**src/rtl/reg64_host_reader.sv**
```systemverilog
// Host read port onto a bank of 64-bit registers, one 32-bit half per transaction.
// A low-half read snapshots the whole register so the following high-half read is atomic with it.
module reg64_host_reader #(
    parameter int unsigned  NUM_REGS = 6,
    parameter int unsigned  IDX_W    = 3,
    parameter logic [31:0]  ERR_DATA = 32'hDEAD_BEEF,
    localparam int unsigned ADDR_W   = IDX_W + 1
) (
    input  logic                   clk,
    input  logic                   reset,
    input  logic [NUM_REGS*64-1:0] reg_in,
    input  logic                   rd_req,
    input  logic [ADDR_W-1:0]      rd_addr,
    output logic [31:0]            rd_data,
    output logic                   rd_ack,
    output logic                   rd_err,
    output logic                   rd_stale,
    output logic                   busy,
    output logic [15:0]            rd_count
);

    typedef enum logic [1:0] {
        IDLE,
        FETCH,
        ACK
    } state_t;

    localparam logic [IDX_W:0] NUM_REGS_W = (IDX_W + 1)'(NUM_REGS);

    state_t             state_q,      state_d;
    logic [ADDR_W-1:0]  addr_q,       addr_d;
    logic [63:0]        snap_q,       snap_d;
    logic               snap_valid_q, snap_valid_d;
    logic [IDX_W-1:0]   snap_idx_q,   snap_idx_d;
    logic [31:0]        rd_data_q,    rd_data_d;
    logic               rd_ack_q,     rd_ack_d;
    logic               rd_err_q,     rd_err_d;
    logic               rd_stale_q,   rd_stale_d;
    logic               busy_q,       busy_d;
    logic [15:0]        rd_count_q,   rd_count_d;

    logic [IDX_W-1:0]   addr_idx;
    logic               addr_hi;
    logic               out_of_range;
    logic [63:0]        live_word;

    assign addr_idx     = addr_q[ADDR_W-1:1];
    assign addr_hi      = addr_q[0];
    assign out_of_range = ({1'b0, addr_idx} >= NUM_REGS_W);

    always_comb begin
        live_word = '0;
        for (int unsigned k = 0; k < NUM_REGS; k++) begin
            if (addr_idx == IDX_W'(k)) begin
                live_word = reg_in[k*64 +: 64];
            end
        end
    end

    always_comb begin
        state_d      = state_q;
        addr_d       = addr_q;
        snap_d       = snap_q;
        snap_valid_d = snap_valid_q;
        snap_idx_d   = snap_idx_q;
        rd_data_d    = rd_data_q;
        rd_ack_d     = 1'b0;
        rd_err_d     = rd_err_q;
        rd_stale_d   = rd_stale_q;
        rd_count_d   = rd_count_q;

        case (state_q)
            IDLE: begin
                // rd_ack is high during the first IDLE cycle; flags drop with it
                rd_err_d   = 1'b0;
                rd_stale_d = 1'b0;
                if (rd_req) begin
                    addr_d  = rd_addr;
                    state_d = FETCH;
                end
            end
            FETCH: begin
                state_d    = ACK;
                rd_err_d   = 1'b0;
                rd_stale_d = 1'b0;
                if (out_of_range) begin
                    rd_data_d = ERR_DATA;
                    rd_err_d  = 1'b1;
                end else if (!addr_hi) begin
                    snap_d       = live_word;
                    snap_idx_d   = addr_idx;
                    snap_valid_d = 1'b1;
                    rd_data_d    = live_word[31:0];
                end else if (snap_valid_q && (snap_idx_q == addr_idx)) begin
                    rd_data_d    = snap_q[63:32];
                    snap_valid_d = 1'b0;
                end else begin
                    rd_data_d  = live_word[63:32];
                    rd_stale_d = 1'b1;
                end
            end
            ACK: begin
                rd_ack_d = 1'b1;
                if (rd_count_q != 16'hFFFF) begin
                    rd_count_d = rd_count_q + 16'd1;
                end
                state_d = IDLE;
            end
            default: state_d = IDLE;
        endcase

        busy_d = (state_d != IDLE);
    end

    always_ff @(posedge clk or posedge reset) begin
        if (reset) begin
            state_q      <= IDLE;
            addr_q       <= '0;
            snap_q       <= '0;
            snap_valid_q <= 1'b0;
            snap_idx_q   <= '0;
            rd_data_q    <= '0;
            rd_ack_q     <= 1'b0;
            rd_err_q     <= 1'b0;
            rd_stale_q   <= 1'b0;
            busy_q       <= 1'b0;
            rd_count_q   <= '0;
        end else begin
            state_q      <= state_d;
            addr_q       <= addr_d;
            snap_q       <= snap_d;
            snap_valid_q <= snap_valid_d;
            snap_idx_q   <= snap_idx_d;
            rd_data_q    <= rd_data_d;
            rd_ack_q     <= rd_ack_d;
            rd_err_q     <= rd_err_d;
            rd_stale_q   <= rd_stale_d;
            busy_q       <= busy_d;
            rd_count_q   <= rd_count_d;
        end
    end

    assign rd_data  = rd_data_q;
    assign rd_ack   = rd_ack_q;
    assign rd_err   = rd_err_q;
    assign rd_stale = rd_stale_q;
    assign busy     = busy_q;
    assign rd_count = rd_count_q;

endmodule

```
**config.mk**
```make
export PLATFORM = sky130hd
export DESIGN_NAME = reg64_host_reader
export DESIGN_NICKNAME = d
export VERILOG_FILES = /design/src/rtl/reg64_host_reader.sv
export SDC_FILE = /design/constraint.sdc
export NUM_CORES = 1
export LEC_CHECK = 0
export BUFFER_PORTS_ARGS = -buffer_cell sky130_fd_sc_hd__buf_2
export CORE_AREA = 2 2 171 173
export CTS_BUF_LIST = sky130_fd_sc_hd__clkbuf_8
export DETAILED_ROUTE_END_ITERATION = 6
export DIE_AREA = 0 0 173 175
export MAX_ROUTING_LAYER = met4
export SYNTH_ARGS = -nofsm -noshare
export SYNTH_HDL_FRONTEND = slang
export SYNTH_SLANG_ARGS = --single-unit
```
**constraint.sdc**
```tcl
create_clock -name clk -period 5.2 [get_ports clk]
set_clock_uncertainty 0.2 [all_clocks]
set_input_delay 0.26 -clock clk [delete_from_list [all_inputs] [get_ports clk]]
set_output_delay 0.26 -clock clk [all_outputs]
set_load 0.005 [all_outputs]
```
* Yosys cells after proc, flatten, opt, wreduce, memory -nomap -nowiden
Cells that the tools add are included.
** Storage, ports and cells
- Output and inout port bits :: 52
- Memory bits (writable) :: 0
- Bits in registers :: 126
- Memories kept :: 0
- Latch bits :: 0
- Memory bits (read-only) :: 0
- Logic and storage cells :: 54
** Cells by class
- Add/subtract/negate cells :: 1
- Shift-type cells :: 0
- Multiplexer cells :: 20
- Multiply operators :: 0
- $lt $le $gt $ge :: 1
- Eq/ne operators :: 10
- Div/mod/pow operators :: 0
- Reductions and logical operators :: 9
- Bitwise operators :: 2
** Operators with widths (count)
- 64-bit 2-to-1 mux :: 6
- 32-bit 2-to-1 mux :: 3
- 16-bit by 1-bit adder with 16-bit output, second input constant :: 1
- 16-bit != test, second input constant :: 1
- 1-bit 2-to-1 mux :: 7
- 3-bit by 2-bit equality test with 1-bit output, second input constant :: 2
- 3-bit equality test, second input constant :: 2
- 3-bit AND reduction :: 2
- 1-bit case mux with 2 select lines :: 2
- 2-bit case mux with 2 select lines :: 1
- 2-bit AND reduction :: 2
- 2-bit nonzero test :: 2
- 3-bit by 1-bit equality test with 1-bit output, second input constant :: 1
- 3-bit equality test :: 1
- 3-bit >= comparator, second input constant :: 1
- 3-bit zero test :: 1
- 2-bit by 1-bit equality test with 1-bit output, second input constant :: 1
- 2-bit equality test, second input constant :: 1
- 2-bit zero test :: 1
- 2-bit 2-to-1 mux :: 1
- 2-bit by 1-bit != test with 1-bit output, second input constant :: 1
- 1-bit inverter :: 2
- 1-bit logical AND :: 1

* Logic depth before layout (Yosys ltp)
Gate-level depths: netlist (run 1).
- Depth after elaboration :: 10
- Mapped depth :: 10
- Depth with buffers taken out :: 6

* Worst setup path after synthesis (run 1)
Ideal clock, no wire load.
- Path kind :: register -> register
- From :: reg addr_q[3]
- To :: reg rd_data_q[0] (netlist: rd_data[0])
- Buffers on the path :: 3
- Required time :: 4.874 ns
- Stages on the path, launching flop included :: 8
- Arrival time :: 1.572 ns
- Clock period less this slack :: 1.898 ns
- Path slack :: 3.302 ns
- Cell sequence :: dfrtp_1 -> buf_6 -> buf_8 -> buf_6 -> mux2_4 -> a221oi_2 -> nor3_1 -> o32a_1
** On the way
- Longest elaborated chain between the ends :: 10
- Elaborated cells between the ends (all ways) :: 18
- Those cells by class :: 1 x order compare; 6 x eq/ne; 9 x mux; 2 x reduce/logical
** RTL lines
- start, declared :: RTL line 31 : logic [ADDR_W-1:0] addr_q, addr_d;
- start signal, assigned :: RTL line 130 : addr_q <= addr_d;
- 3-bit zero test :: RTL line 54 : if (addr_idx == IDX_W'(k)) begin
- 64-bit 2-to-1 mux (6 in series) :: RTL line 54
- 32-bit 2-to-1 mux :: RTL line 94 : end else if (snap_valid_q && (snap_idx_q == addr_idx)) begin
- 32-bit 2-to-1 mux :: RTL line 89 : end else if (!addr_hi) begin
- 32-bit 2-to-1 mux (*) :: RTL line 86 : if (out_of_range) begin
- end signal, assigned :: RTL line 134 : rd_data_q <= rd_data_d;
- end, declared :: RTL line 35 : logic [31:0] rd_data_q, rd_data_d;
Mark *: on every way between the ends. The rest lies on a longest branch, timed or not.
A chain may end at the register's enable or synchronous reset.

* Worst setup path after layout (run 1)
- From :: reg addr_q[2]
- To :: reg rd_data_q[10] (netlist: rd_data[10])
The elaborated chain is that of the path after synthesis.

==> impl_results.md, run 1 <==
- Slew headroom: 23.26%
- Placement row count: 62
- CP startpoint kind: register
- CTS tree: built
- PortBufs: 442
- Final Hold Viols: 0
- Cells after synthesis: 866
- CP Buf/Inv Count: 1
- Slew @ Worst Pin: 1149 ps
- Fin nets: 1653
- Gr usage total: 24.44%
- Delay-heaviest family, CP: flip-flops
- Tightest Hold Check Type: primary input to register
- Core area: 0.02839 sq mm
- RSZ-0062 raised after global routing: false
- Critical Path Sink Type: register
- Clock input transition at the sequential cells of the worst setup and hold paths: 120 ps
- Reg2reg setup slack: 1750 ps
- Slowest-stage cell, CP: dfrtp_4
- Asr flop ratio synth: 100.0%
- Power per cell area: 397.5 mW/mm^2
- Synth area leaders: dfrtp_1, mux2i_1, mux2_2
- Worst-case clock buffer depth: 2
- Critical Path AT: 3490 ps
- Top cells by count, synth: nand2_1, dfrtp_1, nor2_1
- Full die area: 0.03028 sq mm
- Largest net degree at the start of global routing: 69
- Die X: 173 um
- Static leakage: 4.909 nW
- Status: finished clean
- Crit path cell chain: buf_4 > nand2b_1 > o221ai_1 > mux2i_1 > a311oi_1
- Critical path type: register to register
- H-tree levels: 3
- Via-to-Cell Ratio: 5.298
- Top cell type by total area after synthesis: dfrtp_1
- Setup ws final: 1750 ps
- Filler cells: 3004
- Synthesized Nets: 1258
- Initial antenna violation count: 6
- Placer Congestion: 0.9071
- Die Ht: 175 um
- Final period utilization: 66.35%
- Synthesized flop and latch total: 94
- Drt wl/cell: 22.51 um
- Top_reg_cell synth: dfrtp_1
- Max IR drop VDD: 0.1659 mV
- Crit path time final: 3450 ps
- Post-route ant nets: 0
- Post-route DRC violation count: 0
- Fin. max-slew vios: 0
- Initial Util: 27.42%
- Hold slack final: 25.15 ps
- Inserted Clock Buffers: 9
- Vias post-DR: 8774
- Cell area after synthesis: 0.007785 sq mm
- Synth cell types: 71
- Highest cell delay on the worst timing path: 870 ps
- Post-Place Worst Slack: 1816 ps
- Peak Freq: 289.9 MHz
- EDFF count, synth: 0
- Drt first pass iters: 5
- Layout overhead on the synthesized area: 33.35%
- Share of layout cells above drive strength 1: 44.23%
- PostCTS Resize Cnt: 0
- First-pass GRT wire length: 54720 um
- Max-Cap Viols: 0
- Synth top area share: 30.22%
- Setup violators final: 0
- Seq/Total Area, Yosys: 30.22%
- Congestion Overflow GR: 0
- TritonCTS Sinks: 94
- Detail Placement HPWL: 28440 um
- DRT iter0 DRCs: 573
- Top-count cell post-synth: nand2_1
- Root buffer cell: clkbuf_8
- Clk_lat worst skew: 390 ps
- # IOs: 443
- Synth warn: 0
- Worst Path Required: 5240 ps
- DRT Wirelength: 37280 um
- Setup TNS: 0 ps
- Max FO, Critical Path: 64
- Number of global-route vias before repair: 8900
- Avg Cell Area, Syn: 8.990 sq um
-- through the flow --
stage	utilization (%)	instance area, sq um	instances	power [mW]
2_1_floorplan	-	7785	866	2.781
3_3_place_gp	35.33	10030	1622	3.532
3_5_place_dp	35.33	10030	1622	3.562
4_1_cts	36.51	10370	1650	4.142
5_1_grt	36.55	10380	1655	4.406
6_report	36.56	10380	1656	4.127
-- layer usage --
layer,track usage [%],vias to the layer above,share of wire [%]
met3,4.156,44,5.6
met5,-,-,0
met4,6.003,0,1.9
met2,42.42,402,50
li1,-,4107,-
met1,29.49,4221,42
-- timing repair --
action,CTS,global route
setup buffers,0,0
setup endpoints to repair,0,0
endpoints found under the hold margin,74,0
hold buffers,12,0
-- worst min-delay path, stage by stage --
cell,delay (ps)
buf_2,80
a221o_1,130
a21oi_1,60
o41ai_2,40
-- layout make-up --
type	instances	area (sq um)	area share (%)
antenna	6	15.01	0.1446
multi-input combinational	679	4830	46.52
inverter	9	38.79	0.3736
timing repair buffer	468	2437	23.48
clock inverter	7	91.34	0.8798
tap	384	480.5	4.628
clock buffer	9	123.9	1.193
sequential	94	2365	22.78
-- sequential cells by signal, indices dropped and copies added (netlist names) --
register / cells
addr_q: 4
busy: 1
rd_ack: 1
rd_count: 16
rd_data: 32
rd_err: 1
rd_stale: 1
snap_idx_q: 3
snap_q: 32
snap_valid_q: 1
state_q: 2
-- logic make-up after synthesis --
| group | Yosys count | synth area share, % |
|---|---|---|
| buf+inv | 93 | 7.843 |
| mux | 105 | 15.75 |
| simple gates | 263 | 16.49 |
| compound gates | 293 | 27.34 |
| xor+xnor | 17 | 2.202 |
| fa+ha+maj | 1 | 0.1607 |
| flops | 94 | 30.22 |
-- placed cells by master, fill, tap and decap left out, drive strengths merged, types with 16 or more instances in the layout --
master / count
a221oi: 17
a31oi: 20
a21oi: 47
a22oi: 42
o21ai: 63
nor3: 16
nand2: 111
buf: 456
mux2i: 49
nand3: 18
mux2: 51
nor2: 55
dfrtp: 94
o221ai: 39
-- power breakdown --
group,internal [mW],total [mW],leakage (nW),switching [mW]
clock network,0.235,0.568,0.105,0.333
registers,1.01,1.30,1.15,0.287
logic,0.942,2.26,3.65,1.32
total,2.19,4.13,4.91,1.94
-- path summary, 6_finish.rpt --
path                              from  cells after the start     endpoint
min in group asynchronous        reset                      3  rd_count[6]
min                        reg_in[141]                      4  rd_data[13]
min reg2reg                 snap_q[50]                      2   snap_q[50]
max reg2reg                  addr_q[2]                      5  rd_data[10]
max                          addr_q[2]                      5  rd_data[10]
max in group asynchronous        reset                      4   snap_q[53]
No activity file was read; power rests on OpenSTA's default activity.
==> inputs of run 2 (changes only) <==
CORE_AREA = 2 2 173 175   (was 2 2 171 173)
DIE_AREA = 0 0 175 177   (was 0 0 173 175)
clock period = 3.55 ns   (was 5.2 ns; I/O delays follow)
==> run 2 against run 1 <==
Against the previous run: sequential power grew 46%; largest cell class unchanged; register-to-register slack lost 1400 ps; critical endpoint is now rd_data[2]; largest power group unchanged; cell count grew 3.6%.
==> impl_results.md, run 2 (synthesized netlist as in run 1, its figures left out) <==
- Pint: 3.262 mW
- Psw: 2.863 mW
- Critical Path Sink Type: register
- PortBufs: 442
- TritonCTS Sinks: 94
- Root buffer cell: clkbuf_8
- Clk_lat worst skew: 380 ps
- Worst Path Required: 3670 ps
- Peak Freq: 312.0 MHz
- Critical Path AT: 3330 ps
- Initial Util: 26.62%
- Layout overhead on the synthesized area: 39.49%
- Share of layout cells above drive strength 1: 43.84%
- PostCTS Resize Cnt: 0
- Post-route DRC violation count: 0
- Most common cell after layout, fill and taps aside: buf_2
- Initial antenna violation count: 9
- CP startpoint kind: register
- Via-to-Cell Ratio: 5.294
- Power per cell area: 564.1 mW/mm^2
- Setup violators final: 0
- Inserted Clock Buffers: 9
- Largest net degree at the start of global routing: 65
- Slew @ Worst Pin: 993.2 ps
- Status: finished clean
- DRT iter0 DRCs: 634
- Tightest Hold Check Type: primary input to register
- Fin util: 37.13%
- Drt first pass iters: 5
- Post-route ant nets: 0
- Number of global-route vias before repair: 9109
- Crit path time final: 3205 ps
- # IOs: 443
- Fin. max-slew vios: 0
- Drt wl/cell: 22.27 um
- Final Hold Viols: 0
- Placer Congestion: 0.8746
- Placed Cells: 1645
- Congestion Overflow GR: 0
- Worst-case clock buffer depth: 2
- H-tree levels: 3
- Switching Fraction: 46.75%
- Detail Placement HPWL: 29140 um
- Die X: 175 um
- Sequential share of power: 31.0%
- DRT Wirelength: 38210 um
- Clock input transition at the sequential cells of the worst setup and hold paths: 110 ps
- CTS tree: built
- Setup TNS: 0 ps
- Clock power frac: 12.2%
- Gr usage total: 24.60%
- Vias post-DR: 9085
- Full die area: 0.03098 sq mm
- Max-Cap Viols: 0
- Fin nets: 1703
- Gate power share: 56.8%
- First-pass GRT wire length: 55610 um
- Core area: 0.02924 sq mm
- Max FO, Critical Path: 31
- Static leakage: 5.127 nW
- Max IR drop VDD: 0.2324 mV
- Final cell count without fillers: 1716
- RSZ-0062 raised after global routing: false
- Placement row count: 63
- Final period utilization: 90.29%
- Die Ht: 177 um
- Critical path type: register to register
- Slew headroom: 33.64%
- Most frequent cells in the layout: buf_2, nand2_1, dfrtp_1
run 2: layout make-up:
class | count | area (sq um)
Sequential cell | 94 | 2365
Antenna cell | 10 | 25.02
Clock inverter | 7 | 68.82
Multi-Input combinational cell | 679 | 4830
Timing Repair Buffer | 518 | 2920
Tap cell | 390 | 488.0
Clock buffer | 9 | 123.9
Inverter | 9 | 38.79
Fill cell | 3040 | 18390
run 2: repair_timing:
action / 4_1_cts / 5_1_grt
setup buffers: 0 / 0
hold buffers: 45 / 0
endpoints found under the hold margin: 102 / 0
endpoints found under the setup margin: 0 / 0
run 2: power groups by stage:
stage | Clock, mW | Sequential [mW] | Combinational, mW
finish | 0.748 | 1.90 | 3.48
CTS | 0.790 | 1.89 | 3.49
detailed placement | 0 | 1.91 | 3.39
global placement | 0 | 1.90 | 3.35
global route | 0.820 | 1.96 | 3.80
floorplan | 0 | 1.73 | 2.34
run 2: worst paths after layout:
check / from / endpoint / slack (ps) / cells past startpoint
worst max-delay path: addr_q[3] / rd_data[2] / 340 / 7
worst min-delay path: reg_in[273] / rd_data[17] / 20 / 5
worst max register to register: addr_q[3] / rd_data[2] / 340 / 7
worst min register to register: snap_q[50] / snap_q[50] / 280 / 2
max in group asynchronous: reset / snap_q[47] / 2120 / 4
min in group asynchronous: reset / rd_count[9] / 330 / 3
run 2: stage by stage:
step                      hold WS, ps  setup slack, ps  cell area, sq um  total power [mW]
after floorplan                 94.34            723.8              7785             4.073
after global placement          186.1            693.1             10190             5.254
after detailed placement        192.0            683.7             10190             5.300
after CTS                       2.017            326.3             10830             6.168
after global routing            28.20            166.9             10860             6.582
final                           21.66            344.7             10860             6.125
run 2: metal layers:
| metal | vias to the layer above | global-route usage (%) | routed length, um |
|---|---|---|---|
| met5 | - | - | 0 |
| met4 | 0 | 10.83 | 1302 |
| met3 | 67 | 4.124 | 2425 |
| met2 | 444 | 41.04 | 18820 |
| met1 | 4377 | 29.26 | 15660 |
| li1 | 4197 | - | - |
run 2: worst max-delay path, stage by stage (launching register included):
cell           delay [ps]
dfrtp_4               750
nor2b_4               650
buf_4                 360
a22oi_1               150
o221ai_1              240
nor2_1                 70
o21ai_1               140
dlygate4sd3_1         570
